File: config.mk
export PLATFORM = sky130hd
export DESIGN_NAME = pool2x2_window_gen
export DESIGN_NICKNAME = d
export VERILOG_FILES = /design/src/rtl/pool_pkg.sv /design/src/rtl/pool_line_buffer.sv /design/src/rtl/pool2x2_window_gen.sv
export SDC_FILE = /design/constraint.sdc
export NUM_CORES = 1
export LEC_CHECK = 0
export BUFFER_PORTS_ARGS = -buffer_cell sky130_fd_sc_hd__buf_2
export CORE_MARGIN = 5
export CORE_UTILIZATION = 41
export DETAILED_ROUTE_END_ITERATION = 7
export PLACE_DENSITY = 0.63
export SLEW_MARGIN = 20
export SYNTH_ARGS = -nofsm -noshare
export SYNTH_HDL_FRONTEND = slang
export SYNTH_SLANG_ARGS = --single-unit
export TNS_END_PERCENT = 100
File: constraint.sdc
create_clock -name clk -period 3.9 [get_ports clk]
set_clock_uncertainty 0.1 [all_clocks]
set_input_delay 0.585 -clock clk [delete_from_list [all_inputs] [get_ports clk]]
set_output_delay 0.585 -clock clk [all_outputs]
set_load 0.005 [all_outputs]
File: src/rtl/pool_pkg.sv
// -----------------------------------------------------------------------------
// pool_pkg
// Shared types and constants for the 2x2 pooling window generator.
//   PIX_W_DEF       default pixel width in bits
//   IMG_WIDTH_DEF   default pixels per row
//   IMG_HEIGHT_DEF  default rows per frame
//   pixel_t         one pixel at the default width
//   window_t        one 2x2 window {p00, p01, p10, p11}
//   pos_w()         counter width for a position range 0..n-1 (at least 1 bit)
// -----------------------------------------------------------------------------
package pool_pkg;

  localparam int PIX_W_DEF      = 8;
  localparam int IMG_WIDTH_DEF  = 8;
  localparam int IMG_HEIGHT_DEF = 8;

  typedef logic [PIX_W_DEF-1:0] pixel_t;

  typedef struct packed {
    pixel_t p00;
    pixel_t p01;
    pixel_t p10;
    pixel_t p11;
  } window_t;

  // Width needed to count 0..n-1; a range of 1 or 2 still needs one bit.
  function automatic int pos_w(input int n);
    return (n <= 2) ? 1 : $clog2(n);
  endfunction

  localparam int COL_W_DEF = pos_w(IMG_WIDTH_DEF);
  localparam int ROW_W_DEF = pos_w(IMG_HEIGHT_DEF);

endpackage

File: src/rtl/pool_line_buffer.sv
// -----------------------------------------------------------------------------
// pool_line_buffer
// One image row of pixel storage used to pair the even row with the odd row
// that follows it.
//   clk        clock; writes on the rising edge
//   i_we       write enable
//   i_waddr    write column
//   i_wdata    pixel written
//   i_raddr_a  read column for port A (left pixel of a window, col-1)
//   i_raddr_b  read column for port B (right pixel of a window, col)
//   o_rdata_a  port A data, combinational
//   o_rdata_b  port B data, combinational
// Contents are never reset: every location is written on an even row before
// the following odd row reads it.
// -----------------------------------------------------------------------------
module pool_line_buffer #(
  parameter int PIX_W     = pool_pkg::PIX_W_DEF,
  parameter int IMG_WIDTH = pool_pkg::IMG_WIDTH_DEF,
  localparam int ADDR_W   = pool_pkg::pos_w(IMG_WIDTH)
) (
  input  logic              clk,
  input  logic              i_we,
  input  logic [ADDR_W-1:0] i_waddr,
  input  logic [PIX_W-1:0]  i_wdata,
  input  logic [ADDR_W-1:0] i_raddr_a,
  input  logic [ADDR_W-1:0] i_raddr_b,
  output logic [PIX_W-1:0]  o_rdata_a,
  output logic [PIX_W-1:0]  o_rdata_b
);

  // Sized to the full address space so every address value indexes a real
  // entry even when IMG_WIDTH is not a power of two; the extra entries are
  // simply never written or read.
  localparam int DEPTH = 1 << ADDR_W;

  logic [PIX_W-1:0] r_mem [DEPTH];

  always_ff @(posedge clk) begin
    if (i_we) begin
      r_mem[i_waddr] <= i_wdata;
    end
  end

  assign o_rdata_a = r_mem[i_raddr_a];
  assign o_rdata_b = r_mem[i_raddr_b];

endmodule

File: src/rtl/pool2x2_window_gen.sv
// -----------------------------------------------------------------------------
// pool2x2_window_gen
// Turns a raster-order pixel stream into non-overlapping stride-2 2x2 windows
// for the max-pooling comparator. Even rows are parked in a one-row line
// buffer; on odd rows the even-column pixel is held and the odd-column pixel
// completes a window, which is registered one cycle after it is accepted.
//
// Ports:
//   clk        single clock, rising edge
//   rst_n      asynchronous active-low reset
//   in_valid   in_pixel valid this cycle
//   in_ready   block can accept a pixel (!out_valid || out_ready)
//   in_pixel   raster-order pixel
//   out_valid  window outputs valid
//   out_ready  downstream accepts the window
//   pixel_00   top-left     (row 2r,   col 2c)
//   pixel_01   top-right    (row 2r,   col 2c+1)
//   pixel_10   bottom-left  (row 2r+1, col 2c)
//   pixel_11   bottom-right (row 2r+1, col 2c+1)
//   out_last   window is the last of the frame (qualified by out_valid)
//
// Build option POOL_SOF_EN adds:
//   in_sof     accepted beat is pixel (0,0) of a frame
//   sync_err   sticky: an in_sof beat arrived away from (0,0)
// Without it the position counters free-run purely on accepted beats.
// -----------------------------------------------------------------------------
module pool2x2_window_gen
  import pool_pkg::*;
#(
  parameter int PIX_W      = PIX_W_DEF,
  parameter int IMG_WIDTH  = IMG_WIDTH_DEF,
  parameter int IMG_HEIGHT = IMG_HEIGHT_DEF
) (
  input  logic             clk,
  input  logic             rst_n,
  input  logic             in_valid,
  output logic             in_ready,
  input  logic [PIX_W-1:0] in_pixel,
`ifdef POOL_SOF_EN
  input  logic             in_sof,
  output logic             sync_err,
`endif
  output logic             out_valid,
  input  logic             out_ready,
  output logic [PIX_W-1:0] pixel_00,
  output logic [PIX_W-1:0] pixel_01,
  output logic [PIX_W-1:0] pixel_10,
  output logic [PIX_W-1:0] pixel_11,
  output logic             out_last
);

  localparam int COL_W = pos_w(IMG_WIDTH);
  localparam int ROW_W = pos_w(IMG_HEIGHT);
  localparam logic [COL_W-1:0] COL_MAX = COL_W'(IMG_WIDTH - 1);
  localparam logic [ROW_W-1:0] ROW_MAX = ROW_W'(IMG_HEIGHT - 1);

  // Position of the next pixel expected in the raster.
  logic [COL_W-1:0] r_col;
  logic [ROW_W-1:0] r_row;
  // Even-column pixel of the current odd row, waiting for its right neighbour.
  logic [PIX_W-1:0] r_held;

  logic             r_out_valid;
  logic             r_out_last;
  logic [PIX_W-1:0] r_p00;
  logic [PIX_W-1:0] r_p01;
  logic [PIX_W-1:0] r_p10;
  logic [PIX_W-1:0] r_p11;

  logic             w_accept;
  logic [COL_W-1:0] w_col_eff;
  logic [ROW_W-1:0] w_row_eff;
  logic [COL_W-1:0] w_col_prev;
  logic             w_odd_row;
  logic             w_odd_col;
  logic             w_win_done;
  logic             w_frame_end;
  logic             w_lb_we;
  logic [PIX_W-1:0] w_lb_left;
  logic [PIX_W-1:0] w_lb_right;

  // A window can only be overwritten once downstream has taken it, so input
  // is stalled exactly while a window is stuck on the output.
  assign in_ready = !r_out_valid || out_ready;
  assign w_accept = in_valid && in_ready;

`ifdef POOL_SOF_EN
  logic w_resync;
  logic r_sync_err;

  // A start-of-frame beat is treated as pixel (0,0) regardless of where the
  // counters were. Because it lands on an even row, any half-built window on
  // the old odd row can never complete and is dropped implicitly.
  assign w_resync  = w_accept && in_sof;
  assign w_col_eff = w_resync ? '0 : r_col;
  assign w_row_eff = w_resync ? '0 : r_row;

  always_ff @(posedge clk or negedge rst_n) begin
    if (!rst_n) begin
      r_sync_err <= 1'b0;
    end else if (w_resync && ((r_col != '0) || (r_row != '0))) begin
      r_sync_err <= 1'b1;
    end
  end

  assign sync_err = r_sync_err;
`else
  assign w_col_eff = r_col;
  assign w_row_eff = r_row;
`endif

  assign w_odd_row   = w_row_eff[0];
  assign w_odd_col   = w_col_eff[0];
  // Only used when w_odd_col is set, so col-1 never underflows in practice.
  assign w_col_prev  = w_col_eff - 1'b1;
  assign w_win_done  = w_accept && w_odd_row && w_odd_col;
  assign w_frame_end = (w_row_eff == ROW_MAX) && (w_col_eff == COL_MAX);
  assign w_lb_we     = w_accept && !w_odd_row;

  pool_line_buffer #(
    .PIX_W     (PIX_W),
    .IMG_WIDTH (IMG_WIDTH)
  ) u_line_buffer (
    .clk       (clk),
    .i_we      (w_lb_we),
    .i_waddr   (w_col_eff),
    .i_wdata   (in_pixel),
    .i_raddr_a (w_col_prev),
    .i_raddr_b (w_col_eff),
    .o_rdata_a (w_lb_left),
    .o_rdata_b (w_lb_right)
  );

  // Raster position counters; only accepted beats move them.
  always_ff @(posedge clk or negedge rst_n) begin
    if (!rst_n) begin
      r_col <= '0;
      r_row <= '0;
    end else if (w_accept) begin
      if (w_col_eff == COL_MAX) begin
        r_col <= '0;
        r_row <= (w_row_eff == ROW_MAX) ? '0 : w_row_eff + 1'b1;
      end else begin
        r_col <= w_col_eff + 1'b1;
        r_row <= w_row_eff;
      end
    end
  end

  always_ff @(posedge clk or negedge rst_n) begin
    if (!rst_n) begin
      r_held <= '0;
    end else if (w_accept && w_odd_row && !w_odd_col) begin
      r_held <= in_pixel;
    end
  end

  // Output register. A completing window always loads (the input could only
  // be accepted if the previous window was free or being taken). Otherwise a
  // taken window simply drops valid; pixel data is left as-is since it is
  // only meaningful while out_valid is high.
  always_ff @(posedge clk or negedge rst_n) begin
    if (!rst_n) begin
      r_out_valid <= 1'b0;
      r_out_last  <= 1'b0;
      r_p00       <= '0;
      r_p01       <= '0;
      r_p10       <= '0;
      r_p11       <= '0;
    end else if (w_win_done) begin
      r_out_valid <= 1'b1;
      r_out_last  <= w_frame_end;
      r_p00       <= w_lb_left;
      r_p01       <= w_lb_right;
      r_p10       <= r_held;
      r_p11       <= in_pixel;
    end else if (r_out_valid && out_ready) begin
      r_out_valid <= 1'b0;
      r_out_last  <= 1'b0;
    end
  end

  assign out_valid = r_out_valid;
  assign out_last  = r_out_last;
  assign pixel_00  = r_p00;
  assign pixel_01  = r_p01;
  assign pixel_10  = r_p10;
  assign pixel_11  = r_p11;

endmodule

==> metrics.yaml <==
finalCriticalPeriod_ns: 2.40
synth_cell_types: 36
routed_wl_mm: 10.4
grt_pass1_vias: 2991
grtUsageTotal_pct: 15.5
worst_slew_pin_slew_ns: 0.741
port_buffers: 46
hold_class: "primary input to async pin"
synth_most_common_cell: "edfxtp_1"
synth_nets: 344
synth_area_leaders: "edfxtp_1, dfrtp_1, mux2i_1"
drc: 0
postSynth.asyncResetShare_pct: 42.9
syn_to_final_growth_pct: 12.6
synth_area_sq_um: 4860
critPathLaunchType: "register"
drt_iter0_drc: 190
final_layout_size_suffix_gt1_share_pct: 28.8
place_ws_ns: 1.32
cts_root_buf: "clkbuf_16"
postCtsSetupBuffers: 0
die_area_sq_um: 14100
seqPwrFrac_pct: 40.4
wl_per_cell_microns: 19.9
path_cells: "inv_1 -> ha_1 -> buf_12 -> mux2i_1 -> nand2_1 -> a41o_1"
cp_slowest_stage_delay_ns: 0.70
ys_top_cells_by_count: "edfxtp_1, mux2i_1, dfrtp_1, nand2_1, mux2_2"
finalWorstSetupSlack_ns: 1.50
status: "finished clean"
ys_warn_count: 0
worstSetupStartpoint: "r_col[1]"
worstSetupPathType: "register to register"
grt_pass1_wl_mm: 16.8
place_congestion: 0.807
cts_tree: "built"
dr.pass1.iters: 4
fin_nets: 391
cts-resized-gates: 0
rr_worst_depth: 6
path_buf_inv: 2
ioPinCount: 47
ys_seq_elements: 112
grt_start_max_net_pins: 49
switching_share_pct: 35.2
cp.required_ns: 4.04
synth-edff-count: 64
crit_cells: 6
synthCells: 327
slew_headroom_pct: 50.6
seq_area_frac_synth_pct: 64.3
cpLargestDelayFamily: "adder cells"
antenna_found_initial: 0
power_switching_uw: 1530
rr_startpoint: "r_col[1]"
synth_top_area_cell: "edfxtp_1"
die_h_microns: 119
pwr-share-clk_pct: 19.3
min_period_over_period_pct: 61.5
rsz0062_at_grt: "false"
setup_violations: 0
clock_path_buffers: 2
max_freq_mhz: 417
fp.coreArea_sq_um: 11500
internal-power_uw: 2820
postCtsHoldBufs: 0
n_antenna_cell: 0
tns_ns: 0
power_leakage_uw: 0.00230
syn_avg_cell_area_sq_um: 14.9
h-tree-depth: 3
cts.clk_slew.worst_paths_ns: 0.07
p_per_area_nw_per_um2: 795
critPathCaptureType: "register"
clk_latency_ns: 0.35
globalRouteOverflowTotal: 0
start_util_pct: 42.2
vias_per_cell: 5.41
ir_drop_mv: 0.389
cp_slowest_cell: "ha_1"
crit_fanout: 15
synth.top_cell.area_share_pct: 39.5
fp.dieW_microns: 119
cts_buffers: 9
pwr-share-comb_pct: 40.3
synth-main-ff-cell: "edfxtp_1"
cts_num_sinks: 112
hpwlAfterDp_mm: 7.11
slew_viol_final: 0
num_rows: 39
vias: 2825
drv_cap: 0
ant_nets: 0
hold_violations: 0
worstPathArrival_ns: 2.54
-- area by class of cell --
| cell class | instances | area, sq um |
|---|---|---|
| Timing Repair Buffer | 57 | 325 |
| Inverter | 2 | 10.0 |
| Multi-Input combinational cell | 192 | 1570 |
| Clock inverter | 6 | 36.3 |
| Fill cell | 997 | 6040 |
| Tap cell | 143 | 179 |
| Sequential cell | 112 | 3120 |
| Clock buffer | 10 | 229 |
-- worst register-to-register path: cells and delay by family, from the launching register on --
kind                       cells  cell delay [ns]
buffers and inverters          2             0.33
adders and majority gates      1             0.70
muxes                          1             0.28
and+or+nand+nor                1             0.09
DFF                            1             0.53
AOI/OAI and AO/OA              1             0.26
-- flip-flops by register name, indices dropped and copies added, names as in the netlist --
signal and flops:
r_held 8, r_row 3, r_col 3, pixel_01 8
out_last 1, pixel_11 8, pixel_10 8, pixel_00 8
u_line_buffer.r_mem 64, out_valid 1
-- stage by stage --
stage / instance area (sq um) / total power, uW / util (%) / std cells / hold slack [ns]
6_report: 5470 / 4350 / 47.5 / 522 / 0.237
5_1_grt: 5470 / 4630 / 47.5 / 522 / 0.301
4_1_cts: 5470 / 4400 / 47.5 / 522 / 0.262
3_5_place_dp: 5210 / 3550 / 45.2 / 506 / 0.371
2_1_floorplan: 4860 / 3040 / - / 327 / 0.189
3_3_place_gp: 5210 / 3520 / 45.2 / 506 / 0.361
-- power groups by stage --
stage               combinational [uW]  sequential (uW)  clock (uW)
finish                            1760             1760         839
CTS                               1770             1770         859
global route                      1920             1810         909
global placement                  1740             1770           0
floorplan                         1310             1730           0
detailed placement                1760             1790           0
-- logic make-up (layout without fill, tap and decap cells) --
kind of cell,Yosys count,count (layout),share of synthesized area [%]
AND/OR/NAND/NOR,62,62,6.98
buffers and inverters,23,75,3.42
XOR/XNOR,1,1,0.335
multiplexers,77,77,17.2
AO/OA/AOI/OAI,47,47,6.51
flip-flops,112,112,64.3
adder cells (fa/ha/maj),5,5,1.29
-- path summary, 6_finish.rpt --
check                         endpoint  slack (ns)
max in group asynchronous     r_col[0]        3.02
min reg2reg                pixel_01[0]        0.38
min in group clk           pixel_01[0]        0.38
max reg2reg                pixel_00[4]        1.50
min                        pixel_11[2]        0.24
max                        pixel_00[4]        1.50
-- cells in the final DEF, fill, tap and decap left out, types with 2 or more instances in the layout --
| master | synthesis | final |
|---|---|---|
| o22ai_1 | 13 | 13 |
| buf_4 | 5 | 10 |
| nor2_1 | 10 | 10 |
| a41o_1 | 8 | 8 |
| nor2_2 | 2 | 2 |
| o21ai_1 | 2 | 2 |
| nor3_1 | 2 | 2 |
| clkbuf_16 | 0 | 9 |
| clkinv_2 | 0 | 4 |
| nand2b_1 | 4 | 4 |
| and2_1 | 9 | 9 |
| a22oi_1 | 8 | 8 |
| o21ai_0 | 12 | 12 |
| mux2_4 | 8 | 8 |
| buf_2 | 8 | 46 |
| ha_1 | 5 | 5 |
| nand3_1 | 3 | 3 |
| mux2_2 | 20 | 20 |
| a21oi_1 | 2 | 2 |
| nand2_1 | 21 | 21 |
| a21o_1 | 2 | 2 |
| edfxtp_1 | 64 | 64 |
| dfrtp_1 | 48 | 47 |
| nor4_1 | 4 | 4 |
| mux2i_1 | 49 | 49 |
-- routing by layer --
layer  share of wire (%)  global-route usage (%)  up-vias  wire (microns)
met5                   0                       0        -               0
met4                 1.6                    6.08        0             170
met1                  45                    21.9     1385            4650
met3                 8.1                    3.89       14             844
li1                    -                       -     1318               -
met2                  46                    23.0      108            4750
Power figures use the tool's default switching activity.
